[config.mk]
export PLATFORM = sky130hd
export DESIGN_NAME = msrv_32_store_unit
export DESIGN_NICKNAME = d
export VERILOG_FILES = /design/src/rtl/msrv_32_store_unit_pkg.sv /design/src/rtl/msrv_32_store_align.sv /design/src/rtl/msrv_32_store_unit.sv
export SDC_FILE = /design/constraint.sdc
export NUM_CORES = 1
export LEC_CHECK = 0
export ABC_CLOCK_PERIOD_IN_PS = 4000
export CAP_MARGIN = 10
export CORE_ASPECT_RATIO = 1.25
export CORE_MARGIN = 10
export CORE_UTILIZATION = 45
export DETAILED_ROUTE_END_ITERATION = 8
export PLACE_DENSITY = 0.85
export SLEW_MARGIN = 15
export SYNTH_ARGS = -nofsm -noshare
export SYNTH_HDL_FRONTEND = slang
export SYNTH_SLANG_ARGS = --single-unit
[constraint.sdc]
create_clock -name ms_riscv32_mp_clk_in -period 4 [get_ports ms_riscv32_mp_clk_in]
set_input_delay 0.8 -clock ms_riscv32_mp_clk_in [delete_from_list [all_inputs] [get_ports ms_riscv32_mp_clk_in]]
set_output_delay 0.8 -clock ms_riscv32_mp_clk_in [all_outputs]
set_load 0.1 [all_outputs]
[src/rtl/msrv_32_store_unit_pkg.sv]
// msrv_32_store_unit_pkg: funct3 size codes, FSM state type and lane-mask helper
// shared by the store unit and its alignment/steering block.
`default_nettype none

package msrv_32_store_unit_pkg;

  localparam logic [1:0] F3_SB = 2'b00;
  localparam logic [1:0] F3_SH = 2'b01;
  localparam logic [1:0] F3_SW = 2'b10;

  typedef enum logic {
    ST_IDLE  = 1'b0,
    ST_ISSUE = 1'b1
  } store_state_e;

  function automatic logic [3:0] lane_mask(input logic [1:0] funct3, input logic [1:0] offset);
    logic [3:0] m;
    m = 4'b0000;
    case (funct3)
      F3_SB:   m = 4'b0001 << offset;
      F3_SH:   m = offset[1] ? 4'b1100 : 4'b0011;
      F3_SW:   m = 4'b1111;
      default: m = 4'b0000;
    endcase
    return m;
  endfunction

endpackage

`default_nettype wire

[src/rtl/msrv_32_store_align.sv]
// msrv_32_store_align: combinational alignment check, byte-lane data steering
// and byte-enable generation for one store request.
`default_nettype none

module msrv_32_store_align
  import msrv_32_store_unit_pkg::*;
#(
  parameter int XLEN = 32
) (
  input  logic [1:0]      i_funct3,
  input  logic [1:0]      i_offset,
  input  logic [XLEN-1:0] i_rs2,
  output logic [XLEN-1:0] o_data,
  output logic [3:0]      o_mask,
  output logic            o_misaligned
);

  always_comb begin
    o_data       = i_rs2;
    o_mask       = lane_mask(i_funct3, i_offset);
    o_misaligned = 1'b0;
    case (i_funct3)
      F3_SB: o_data = {4{i_rs2[7:0]}};
      F3_SH: begin
        o_data       = {2{i_rs2[15:0]}};
        o_misaligned = i_offset[0];
      end
      F3_SW: o_misaligned = |i_offset;
      // funct3=11 is not a store size; flag it the same way as a misaligned access
      default: o_misaligned = 1'b1;
    endcase
  end

endmodule

`default_nettype wire

[src/rtl/msrv_32_store_unit.sv]
// msrv_32_store_unit: store FSM with req/ready write handshake to data memory.
// Optional write timeout enabled by defining MSRV32_STORE_TIMEOUT_EN.
`default_nettype none

module msrv_32_store_unit
  import msrv_32_store_unit_pkg::*;
#(
  parameter int XLEN           = 32,
  parameter int TIMEOUT_CYCLES = 16
) (
  input  logic            ms_riscv32_mp_clk_in,
  input  logic            ms_riscv32_mp_rst_in,
  input  logic            store_req_in,
  input  logic [1:0]      funct3_in,
  input  logic [XLEN-1:0] iadder_in,
  input  logic [XLEN-1:0] rs2_in,
  input  logic            dmem_ready_in,
  output logic [XLEN-1:0] dmem_addr_out,
  output logic [XLEN-1:0] dmem_wr_data_out,
  output logic [3:0]      dmem_wr_mask_out,
  output logic            dmem_wr_req_out,
  output logic            store_busy_out,
  output logic            store_done_out,
  output logic            misaligned_store_out,
  output logic            store_fault_out
);

  store_state_e    r_state;
  store_state_e    w_next_state;
  logic [XLEN-1:0] r_addr;
  logic [XLEN-1:0] r_data;
  logic [3:0]      r_mask;
  logic            r_req;
  logic            r_done;
  logic            r_mis;
  logic [XLEN-1:0] w_al_data;
  logic [3:0]      w_al_mask;
  logic            w_al_mis;
  logic            w_load;
  logic            w_done;
  logic            w_mis;
  logic            w_timeout_hit;

  msrv_32_store_align #(
    .XLEN(XLEN)
  ) u_align (
    .i_funct3    (funct3_in),
    .i_offset    (iadder_in[1:0]),
    .i_rs2       (rs2_in),
    .o_data      (w_al_data),
    .o_mask      (w_al_mask),
    .o_misaligned(w_al_mis)
  );

`ifdef MSRV32_STORE_TIMEOUT_EN
  localparam int CNT_W = $clog2(TIMEOUT_CYCLES + 1);
  logic [CNT_W-1:0] r_cnt;
  logic             r_fault;

  assign w_timeout_hit = (r_cnt == CNT_W'(TIMEOUT_CYCLES - 1)) && !dmem_ready_in;

  always_ff @(posedge ms_riscv32_mp_clk_in) begin
    if (ms_riscv32_mp_rst_in) begin
      r_cnt   <= '0;
      r_fault <= 1'b0;
    end else begin
      r_fault <= (r_state == ST_ISSUE) && w_timeout_hit;
      if (r_state != ST_ISSUE || dmem_ready_in || w_timeout_hit) begin
        r_cnt <= '0;
      end else begin
        r_cnt <= r_cnt + 1'b1;
      end
    end
  end

  assign store_fault_out = r_fault;
`else
  assign w_timeout_hit   = 1'b0;
  assign store_fault_out = 1'b0;
`endif

  always_comb begin
    w_next_state = r_state;
    w_load       = 1'b0;
    w_done       = 1'b0;
    w_mis        = 1'b0;
    case (r_state)
      ST_IDLE: begin
        if (store_req_in) begin
          if (w_al_mis) begin
            w_mis = 1'b1;
          end else begin
            w_load       = 1'b1;
            w_next_state = ST_ISSUE;
          end
        end
      end
      ST_ISSUE: begin
        // ready on the last allowed cycle wins over the timeout
        if (dmem_ready_in) begin
          w_done       = 1'b1;
          w_next_state = ST_IDLE;
        end else if (w_timeout_hit) begin
          w_next_state = ST_IDLE;
        end
      end
      default: w_next_state = ST_IDLE;
    endcase
  end

  always_ff @(posedge ms_riscv32_mp_clk_in) begin
    if (ms_riscv32_mp_rst_in) begin
      r_state <= ST_IDLE;
      r_addr  <= '0;
      r_data  <= '0;
      r_mask  <= '0;
      r_req   <= 1'b0;
      r_done  <= 1'b0;
      r_mis   <= 1'b0;
    end else begin
      r_state <= w_next_state;
      r_req   <= (w_next_state == ST_ISSUE);
      r_done  <= w_done;
      r_mis   <= w_mis;
      if (w_load) begin
        r_addr <= {iadder_in[XLEN-1:2], 2'b00};
        r_data <= w_al_data;
        r_mask <= w_al_mask;
      end else if (w_next_state == ST_IDLE) begin
        r_mask <= '0;
      end
    end
  end

  assign dmem_addr_out        = r_addr;
  assign dmem_wr_data_out     = r_data;
  assign dmem_wr_mask_out     = r_mask;
  assign dmem_wr_req_out      = r_req;
  assign store_busy_out       = r_req;
  assign store_done_out       = r_done;
  assign misaligned_store_out = r_mis;

endmodule

`default_nettype wire

-- After elaboration in Yosys (flattened, before gate mapping)
Cells that the tools add are included.
- bitwise operators: 2
- div/mod/pow operators: 0
- $mul: 0
- muxes and demuxes: 13
- shifts and indexed selects: 1
- eq/ne operators: 3
- reductions and logical operators: 4
- $lt $le $gt $ge: 0
- add/sub/neg operators: 0
- operators with widths (kind ; number):
    $pmux 32 s2 ; 1
    $mux 4 ; 3
    $pmux 4 s3 ; 1
    $mux 1 ; 6
    $reduce_or 2->1 ; 2
    $shl 1x2->4 const A ; 1
    $pmux 1 s3 ; 1
    $reduce_or 3->1 ; 1
    $eq 2x1->1 const B ; 1
    $eq 2x2->1 const B ; 1
    $logic_not 2->1 ; 1
    $ne 2x1->1 const B ; 1
    $not 1->1 ; 2
    $pmux 1 s2 ; 1
- input bits: 70
- word-level logic and storage cells: 29
- memory bits (writable): 0
- memories: 0
- register bits after elaboration: 69
- bits in read-only memories: 0
- latch bits: 0

-- Depth between registers and ports, before layout
- depth after elaboration: 7
- gate-level depth with buffers: 7
- depth with buffers taken out: 3

-- By module
Synthesis repeated with hierarchy kept, for this count alone.
- cells, all modules: 369
- area total of the unflattened synthesis: 3738.6 um^2
- modules (own cells, without submodules) (module ; times used ; cells an instance ; seq. area each (um^2) ; area each (um^2)):
    msrv_32_store_unit ; 1 ; 300 ; 1381.3 ; 3164.3
    msrv_32_store_align ; 1 ; 69 ; 0.0 ; 574.3

-- Worst setup path before layout
OpenSTA, ideal clock, no wires.
- path kind: input -> register
- from: in funct3_in[0]
- to: reg r_data[15], in the netlist dmem_wr_data_out[15]
- arrival time: 2.088 ns
- path buffers: 3
- stages: 6
- slack: 1.775 ns
- cell sequence: buf_2 or3_1 buf_2 buf_2 a2111oi_1 a211oi_2
- longest elaborated chain between the ends: 5
- elaborated cells between the ends (all ways): 8
- ends and longest elaborated chain (element ; line ; RTL):
    from (decl) ; msrv_32_store_unit.sv:14 ; input logic [1:0] funct3_in,
    $eq 2x2->1 (tied with other cells) ; msrv_32_store_align.sv:22 ; case (i_funct3)
    $pmux 1 s3 ; msrv_32_store_align.sv:22 ;
    $mux 1 ; msrv_32_store_unit.sv:90 ; if (w_al_mis) begin
    $mux 1 ; msrv_32_store_unit.sv:89 ; if (store_req_in) begin
    $mux 1 ; msrv_32_store_unit.sv:87 ; case (r_state)
    to (signal assigned) ; msrv_32_store_unit.sv:127 ; r_data <= w_al_data;
    to (decl) ; msrv_32_store_unit.sv:31 ; logic [XLEN-1:0] r_data;
Parallel ways exist; a longest one is shown, timed or not.
A chain may end at the register's enable or synchronous reset.

-- Worst setup path in the final report
- from: in funct3_in[0]
- to: reg r_addr[14], in the netlist dmem_addr_out[14]
- longest elaborated chain between the ends: 5
- elaborated cells between the ends (all ways): 7
- ends and longest elaborated chain (element ; line ; RTL):
    $eq 2x2->1 (tied with other cells) ; msrv_32_store_align.sv:22 ;
    $pmux 1 s3 (*) ; msrv_32_store_align.sv:22 ;
    $mux 1 (*) ; msrv_32_store_unit.sv:90 ;
    $mux 1 (*) ; msrv_32_store_unit.sv:89 ;
    $mux 1 (*) ; msrv_32_store_unit.sv:87 ;
    to (signal assigned) ; msrv_32_store_unit.sv:126 ; r_addr <= {iadder_in[XLEN-1:2], 2'b00};
    to (decl) ; msrv_32_store_unit.sv:30 ; logic [XLEN-1:0] r_addr;
Mark *: on every way between the ends. The rest lies on a longest branch, timed or not.

==> impl_results.rst <==
.. list-table::
   :header-rows: 1

   * - Metric
     - Value
   * - Number of instances in the synthesized netlist
     - 350
   * - Sequential element share of the synthesized area
     - 0.429
   * - Layout Area Growth over Synthesis
     - 50.0%
   * - Critical path arrival
     - 3120 ps
   * - Routed wire length
     - 9950 um
   * - Initial core utilization
     - 0.461
   * - Number of enable flip-flop cells after synthesis
     - 0
   * - Chip width
     - 95.6 um
   * - Transition time at the pin with the least slew margin
     - approximately 1000 ps
   * - Highest Clock Rate
     - 0.349 GHz
   * - Count of buffers added by post-CTS timing repair for setup
     - 0
   * - Class of the most critical hold timing path
     - reg2reg
   * - Place WS
     - 831 ps
   * - Detailed-route wire length per cell
     - between 15 and 20 um
   * - DRT antenna net count
     - 0
   * - Setup ws final
     - around 1100 ps
   * - Unrepaired setup endpoints after global routing
     - false
   * - Post-synthesis instance area
     - 3220 sq um
   * - Clock transition at the register clock pins on the worst setup and hold paths after CTS
     - roughly 70 ps
   * - Relative slew slack
     - 0.308
   * - Wire length of the first global-routing pass
     - 15500 um
   * - Drt first-iter violations
     - roughly 120
   * - Number of buffers created by CTS
     - 9
   * - Final Max Tran Viols
     - 0
   * - Final weighted congestion in routability-driven placement
     - a little under 0.8
   * - Post-route setup TNS
     - 0 ps
   * - Peak per-stage delay on the critical path
     - 710 ps
   * - Pin count of the biggest net entering global routing
     - 62
   * - Worst min-delay path startpoint
     - dmem_wr_data_out[0]
   * - Hold violation total from the final report
     - 0
   * - Height of the die
     - 115 um
   * - Drt via density
     - 5.18
   * - Period utilization
     - 0.716
   * - Final setup fails
     - 0
   * - CTS H-tree lvls
     - 3
   * - DRC
     - 0
   * - Cell types occupying the most area after synthesis
     - sky130_fd_sc_hd__dfxtp_1 (43%), sky130_fd_sc_hd__mux2i_1 (17%), sky130_fd_sc_hd__nand2_1 (10%)
   * - Leakage power figure
     - 0.00180 uW
   * - TritonCTS sink count
     - 69
   * - Remaining global-route overflow
     - 0
   * - Peak supply drop
     - 0.233 mV
   * - Portion of synthesized cell area occupied by the leading cell type
     - 0.429
   * - Number of rows created at floorplan
     - 34
   * - Count of vias placed by the detailed router
     - 2929
   * - Predominant post-synthesis flop cell
     - sky130_fd_sc_hd__dfxtp_1
   * - Cell type group with the largest total delay on the critical path
     - buffers and inverters
   * - Number of inserted diodes
     - 0
   * - Worst hold slack across all endpoints
     - 455 ps
   * - Crit. Startpoint
     - funct3_in[0]
   * - Number of top-level design ports
     - 143
   * - Worst r2r src
     - dmem_wr_req_out
   * - Final min period
     - 2860 ps
   * - Run status
     - complete, no violations
   * - Critical Setup Path Class
     - in2reg
   * - Multi-input gate area
     - roughly 1600 sq um
   * - Cells resized by post-CTS repair
     - 0
   * - All-Layer GR Usage
     - 0.178
   * - Number of detailed-routing iterations run before antenna repair
     - 5
   * - Post-Layout Cell Count
     - 565
   * - Share of layout cells above drive strength 1
     - 0.0674
   * - Worst path cell trace
     - clkdlybuf4s50_1, or3_1, a21oi_4, buf_4, mux2i_1
   * - Nets
     - 540
   * - Power density cells
     - 428 nW/um^2
   * - CTS tree
     - yes
   * - Post-synth top cells
     - sky130_fd_sc_hd__nand2_1 (88), sky130_fd_sc_hd__dfxtp_1 (69), sky130_fd_sc_hd__mux2i_1 (54)
   * - Clock network latency to the later pin of the worst-skew pair
     - 340 ps
   * - Ys Warns
     - 0
   * - Post-cts hold buffer count
     - 0
   * - # placed instances
     - 549
   * - Share of flip-flops with an asynchronous set or reset
     - 0
   * - Half-perimeter wire length after detailed placement
     - 7500 um
   * - Reg area
     - approximately 1400 sq um
   * - Library cells used by synthesis
     - 29
   * - Req. time, crit path
     - 4250 ps
   * - Library cell used as clock root buffer
     - sky130_fd_sc_hd__clkbuf_8
   * - Peak fanout along the critical path
     - 38
   * - Clock tree buffer depth
     - 2
   * - Critical-path cell with the highest stage delay
     - sky130_fd_sc_hd__or3_1
   * - Number of violations of the max-capacitance limit
     - 0
   * - Dominant cell type by area after synthesis
     - sky130_fd_sc_hd__dfxtp_1
   * - Worst path bufs/invs
     - 2
   * - Die footprint
     - between 10000 and 15000 sq um
   * - Number of buffers inserted by port buffering
     - 139
   * - Count of fill cells added during filler insertion
     - between 500 and 600
   * - #FFs+latches synth
     - 69
   * - Dominant cell by count in the synthesized netlist
     - sky130_fd_sc_hd__nand2_1
   * - Critical Path End Type
     - flip-flop
   * - Antenna violations before repair
     - 0
   * - Number of global-route vias before repair
     - 2888
   * - Core ar.
     - between 6000 and 7000 sq um
   * - Maximum clock skew at final layout
     - between 5 and 6 ps
   * - Critical path launch point type
     - input pin
   * - Mean instance size in the synthesized netlist
     - 9.19 sq um
==> final cells by class <==
| class | instances | share of cell area |
|---|---|---|
| clock buffers | 12 | 0.0301 |
| clock inverters | 4 | 0.0197 |
| inverters | 10 | 0.00778 |
| multi-input cells | 236 | 0.335 |
| flip-flops and latches | 69 | 0.286 |
| well taps | 90 | 0.0233 |
| repair buffers | 144 | 0.298 |
==> worst reg2reg max path, delay by kind of cell, from the launching register on <==
kind / cells / cell delay, ps
and+or+nand+nor: 1 / 610
AOI/OAI and AO/OA: 1 / 450
muxes: 1 / 220
buffers and inverters: 1 / 330
DFF: 1 / 390
==> cells in the final DEF, fill, tap and decap left out, drive strengths merged <==
cell type and count:
a2111oi 16, buf 6, a211oi 8, nor3b 8, clkdlybuf4s50 138, a21o 2
or2 1, or3 1, mux2 8, o211ai 8, and3 1, conb 3
clkbuf 12, inv 10, a21oi 6, a31o 8, o32ai 4, bufinv 3
dfxtp 69, and4b 1, nand2 88, mux2i 54, clkinv 1, nand2b 11
o21a 8
==> sequential cells by signal (all words and copies together), names as in the netlist <==
name and flops:
dmem_wr_req_out 1, dmem_wr_data_out 32, dmem_wr_mask_out 4, dmem_addr_out 30, store_done_out 1, misaligned_store_out 1
==> logic make-up (layout without fill, tap and decap cells) <==
| family | count (synthesis) | in the layout | share of synthesized area |
|---|---|---|---|
| AND/OR/NAND/NOR | 111 | 111 | 0.152 |
| flip-flops | 69 | 69 | 0.429 |
| multiplexers | 62 | 62 | 0.196 |
| AO/OA/AOI/OAI | 60 | 60 | 0.150 |
| buffers and inverters | 47 | 170 | 0.0723 |
| other | 1 | 3 | 0.00117 |
==> through the flow <==
stage	power, uW	util	cell area (sq um)
global route	2140	0.692	4830
CTS	2080	0.692	4830
floorplan	1220	-	3230
detailed placement	1400	0.657	4590
global placement	1390	0.657	4590
finish	2060	0.692	4830
==> worst paths after layout <==
| check | endpoint | slack (ps) | cells past startpoint |
|---|---|---|---|
| min reg2reg | dmem_wr_data_out[0] | 460 | 2 |
| min | dmem_wr_data_out[0] | 460 | 2 |
| max | dmem_addr_out[14] | 1140 | 5 |
| max reg2reg | dmem_wr_data_out[25] | 1930 | 4 |
==> routing by layer <==
layer	part of all wire	track usage	vias up
met1	0.43	0.218	1353
li1	-	-	1448
met2	0.47	0.283	122
met4	0.0073	0.0690	0
met5	0	0	-
met3	0.096	0.0571	6
==> power breakdown <==
part,leakage [uW],switching [uW],total (uW),internal [uW]
clock network,0.000121,253,684,431
logic,0.00112,441,630,189
registers,0.000564,21.8,750,728
No activity file was read; power rests on OpenSTA's default activity.
